--- src/rtl/seq1011_pkg.sv ---
// Shared types for the 1011 Moore sequence detector: state encoding and pattern length.
package seq1011_pkg;

    localparam int PATTERN_LEN = 4;

    // Explicit 3-bit encoding; codes 6 and 7 are illegal and recover to ST_A.
    typedef enum logic [2:0] {
        ST_A = 3'd0,    // idle, nothing matched
        ST_B = 3'd1,    // matched "1"
        ST_C = 3'd2,    // matched "10"
        ST_D = 3'd3,    // matched "101"
        ST_E = 3'd4,    // matched "1011", detection cycle
        ST_F = 3'd5     // sticky post-detection hold
    } state_t;

endpackage

--- src/rtl/seq1011_moore_detector.sv ---
// Moore FSM detecting serial pattern 1-0-1-1, with one-hot state indicators A..F.
// Build option SEQ1011_OVERLAP_EN: on mismatch, fall back to the longest matching prefix.
module seq1011_moore_detector
    import seq1011_pkg::*;
(
    input  logic flux,
    input  logic reset,
    input  logic in,
    output logic out,
    output logic A,
    output logic B,
    output logic C,
    output logic D,
    output logic E,
    output logic F
);

    state_t r_state;
    state_t w_next_state;

    // E and F never look at the input, so an X there cannot disturb the state.
    always_comb begin
        w_next_state = ST_A;
        case (r_state)
            ST_A: w_next_state = in ? ST_B : ST_A;
`ifdef SEQ1011_OVERLAP_EN
            ST_B: w_next_state = in ? ST_B : ST_C;
            ST_C: w_next_state = in ? ST_D : ST_A;
            ST_D: w_next_state = in ? ST_E : ST_C;
`else
            ST_B: w_next_state = in ? ST_A : ST_C;
            ST_C: w_next_state = in ? ST_D : ST_A;
            ST_D: w_next_state = in ? ST_E : ST_A;
`endif
            ST_E: w_next_state = ST_F;
            ST_F: w_next_state = ST_F;
            default: w_next_state = ST_A;
        endcase
    end

    always_ff @(posedge flux) begin
        if (reset) begin
            r_state <= ST_A;
        end else begin
            r_state <= w_next_state;
        end
    end

    assign A   = (r_state == ST_A);
    assign B   = (r_state == ST_B);
    assign C   = (r_state == ST_C);
    assign D   = (r_state == ST_D);
    assign E   = (r_state == ST_E);
    assign F   = (r_state == ST_F);
    assign out = (r_state == ST_E);

endmodule

--- config.mk ---
export PLATFORM = sky130hd
export DESIGN_NAME = seq1011_moore_detector
export DESIGN_NICKNAME = d
export VERILOG_FILES = /design/src/rtl/seq1011_pkg.sv /design/src/rtl/seq1011_moore_detector.sv
export SDC_FILE = /design/constraint.sdc
export NUM_CORES = 1
export LEC_CHECK = 0
export BUFFER_PORTS_ARGS = -buffer_cell sky130_fd_sc_hd__buf_2
export CAP_MARGIN = 20
export CELL_PAD_IN_SITES_DETAIL_PLACEMENT = 0
export CELL_PAD_IN_SITES_GLOBAL_PLACEMENT = 1
export CORE_AREA = 2 2 39 41
export CTS_CLUSTER_DIAMETER = 40
export DETAILED_ROUTE_END_ITERATION = 8
export DIE_AREA = 0 0 41 43
export PLACE_DENSITY_LB_ADDON = 0.1
export SLEW_MARGIN = 20
export SYNTH_ARGS = -nofsm -noshare
export SYNTH_HDL_FRONTEND = slang
export SYNTH_SLANG_ARGS = --single-unit
--- constraint.sdc ---
create_clock -name flux -period 0.98 [get_ports flux]
set_input_delay 0.147 -clock flux [delete_from_list [all_inputs] [get_ports flux]]
set_output_delay 0.147 -clock flux [all_outputs]
set_load 0.005 [all_outputs]
==> run metrics <==
Reg2Reg Capture Point=r_state[1]; initial core utilization=12.03%; Critical Path Max Stage Delay=around 0.34 ns; num rows=14; violations in the final reports=negative setup slack; Nets=44; Logic pwr share=roughly 16%; die height=around 43 um; M2 GR Usage=10.31%; CP Launch Point=r_state[2]; fill count=168; warnings from Yosys=0; syn nets=22; CTS tree=built; Final WS setup=-0.1503 ns; commonest non-fill, non-tap cells in the layout=9 x buf_2, 6 x buf_4, 3 x clkbuf_4, 3 x buf_6; Hold Violations, Final=0; DRT Pass-1 Iters=1; detailed-route wire length=561 um; initial antenna violation count=0; Critical Path RT=0.83 ns; first-pass GRT wire length=855 um; Sw Share=23.38%; Max Clock Skew=0.004104 ns; via count=217; status=finished, violations left; Area growth, synth to finish=122.6%; Mean Syn Cell Area=8.758 um2; CP Max Fanout=4; Critical Path Source Type=register; Cell Chain, Critical Path=buf_4 > nor3b_2 > buf_2; CP Buf/Inv Count=2; H-tree levels=1; Num Clock Sinks=3; setup TNS=-0.9844 ns; gr usage total=a little under 8%; NetSw=about 98 uW; Peak Freq=884.7 MHz; final antenna-violating net count=0; Tcrit/Tclk final=115.3%; Leak=between 0.15 and 0.2 nW; Ports=10; Gate Count Post-Synth=19; critical path's top delay family=flip-flops; Top reg by flops=r_state; worst relative slew slack=~91%; vias in the first global route=230; max-slew violations=0; clock share of power=52.1%; Regs by FF count=r_state: 3 flops; Hold Buf Count CTS=0; Netlist cell types=13; CP max-delay cell=dfxtp_2; cell area after layout=between 300 and 400 um2; critical path depth=3; Max Cap Viol=0; Final Critical Period=1.130 ns; Max IR drop VDD=around 0.47 mV; worst slew pin tran=around 0.14 ns; endpoints failing setup=9; wire length per cell=10.02 um; GR peak layer=met2; area of the core=1384 um2; Root Driver=clkbuf_4; sequential area share after synthesis=between 30% and 40%; initial drt markers=0; Worst-path clk slew=0.04 ns; post-place setup slack=-0.01848 ns; final RePlAce weighted congestion=0.7062; critical path endpoint=D; Max clock buf depth=2; max reg flops=3; gr ovfl total=0; met3 Use GR=1.571%; dpl cell area=between 200 and 300 um2; met1 Track Usage GR=around 8.3%; r2r setup slk=-0.09 ns; ant diodes=0; endpoint class of the critical path=output pin; Reg-to-Reg Start=r_state[0]; Die W=41 um; reg2reg path depth=3; Hold Slack=around 0.12 ns; Util after Layout=a little over a quarter; DPL Wire Length=402.1 um; critical path class=register to output pin; commonest non-fill, non-tap cell in the layout=buf_2; RSZ-0062 raised after global routing=true; share of cells above drive strength 1=between 80 and 90%; Worst EP arrival=~1 ns; pwr dens=1135 nW/um2; Syn Std Cell Area=166.4 um2; # DRC=0; die area=1763 um2; Worst-Skew Late Latency=0.23 ns; Synth Register Bits=3; DR vias/cell=between 3 and 4; largest net degree at the start of global routing=6; Reg power frac=31.7%; IO buf count=9; Num CTS Buffers=3; worst hold-check path type=primary input to register; internal power=around 320 uW
-- area by class of cell --
type | instances | area [um2] | area share, %
flip-flops and latches | 3 | 66.31 | 17.91
multi-input cells | 14 | 130.1 | 35.14
inverters | 1 | 3.754 | 1.014
well taps | 16 | 20.02 | 5.405
clock buffers | 4 | 26.28 | 7.095
repair buffers | 18 | 123.9 | 33.45
-- metrics by stage --
step                      power, mW  cells
final                        0.4202     56
after global routing         0.4424     56
after CTS                    0.4257     55
after detailed placement     0.1845     50
after global placement       0.1846     50
after floorplan              0.1538     19
-- cells in the mapped netlist, drive strengths merged --
cell,number,area share [%]
inv,1,2.3
a211oi,1,7.5
buf,1,4.5
nor3,2,6.0
nand2b,1,3.8
nor2,2,4.5
nand4b,1,5.3
dfxtp,3,36
a21oi,2,6.0
nand3b,1,4.5
or3b,2,11
nor3b,2,9.0
-- cell families after synthesis --
logic type | count (synthesis) | share of synthesized area [%]
and+or+nand+nor | 11 | 43.62
buffers and inverters | 2 | 6.766
DFF | 3 | 36.09
AOI/OAI and AO/OA | 3 | 13.53
-- worst reg2reg max path, stage by stage (launching register included) --
cell and delay (ns):
dfxtp_4 0.37, buf_6 0.10, or3b_1 0.35, a211oi_2 0.17
-- layer usage --
| metal | vias up | share of wire [%] |
|---|---|---|
| li1 | 110 | - |
| met1 | 101 | 39 |
| met5 | - | 0 |
| met2 | 6 | 55 |
| met3 | 0 | 6.2 |
| met4 | 0 | 0 |
-- what timing repair did --
action	CTS	global route
resized for setup	9	5
endpoints found under the hold margin	0	0
endpoints found under the setup margin	8	9
pin swaps	3	2
setup buffers	1	1
cloned	0	0
-- how the worst min path moves through the flow --
stage,cells after the start,start,endpoint
after CTS,2,reset,r_state[1]
after global routing,2,reset,r_state[0]
after detailed placement,2,reset,r_state[0]
final,2,reset,r_state[0]
after floorplan,1,reset,r_state[0]
after global placement,2,reset,r_state[0]
-- power by group through the flow --
stage | clock (mW) | combinational [mW] | sequential [mW]
6_report | 0.219 | 0.0680 | 0.133
5_1_grt | 0.234 | 0.0741 | 0.134
2_1_floorplan | 0 | 0.0186 | 0.135
3_3_place_gp | 0 | 0.0500 | 0.135
3_5_place_dp | 0 | 0.0495 | 0.135
4_1_cts | 0.233 | 0.0599 | 0.133
Power figures use the tool's default switching activity.
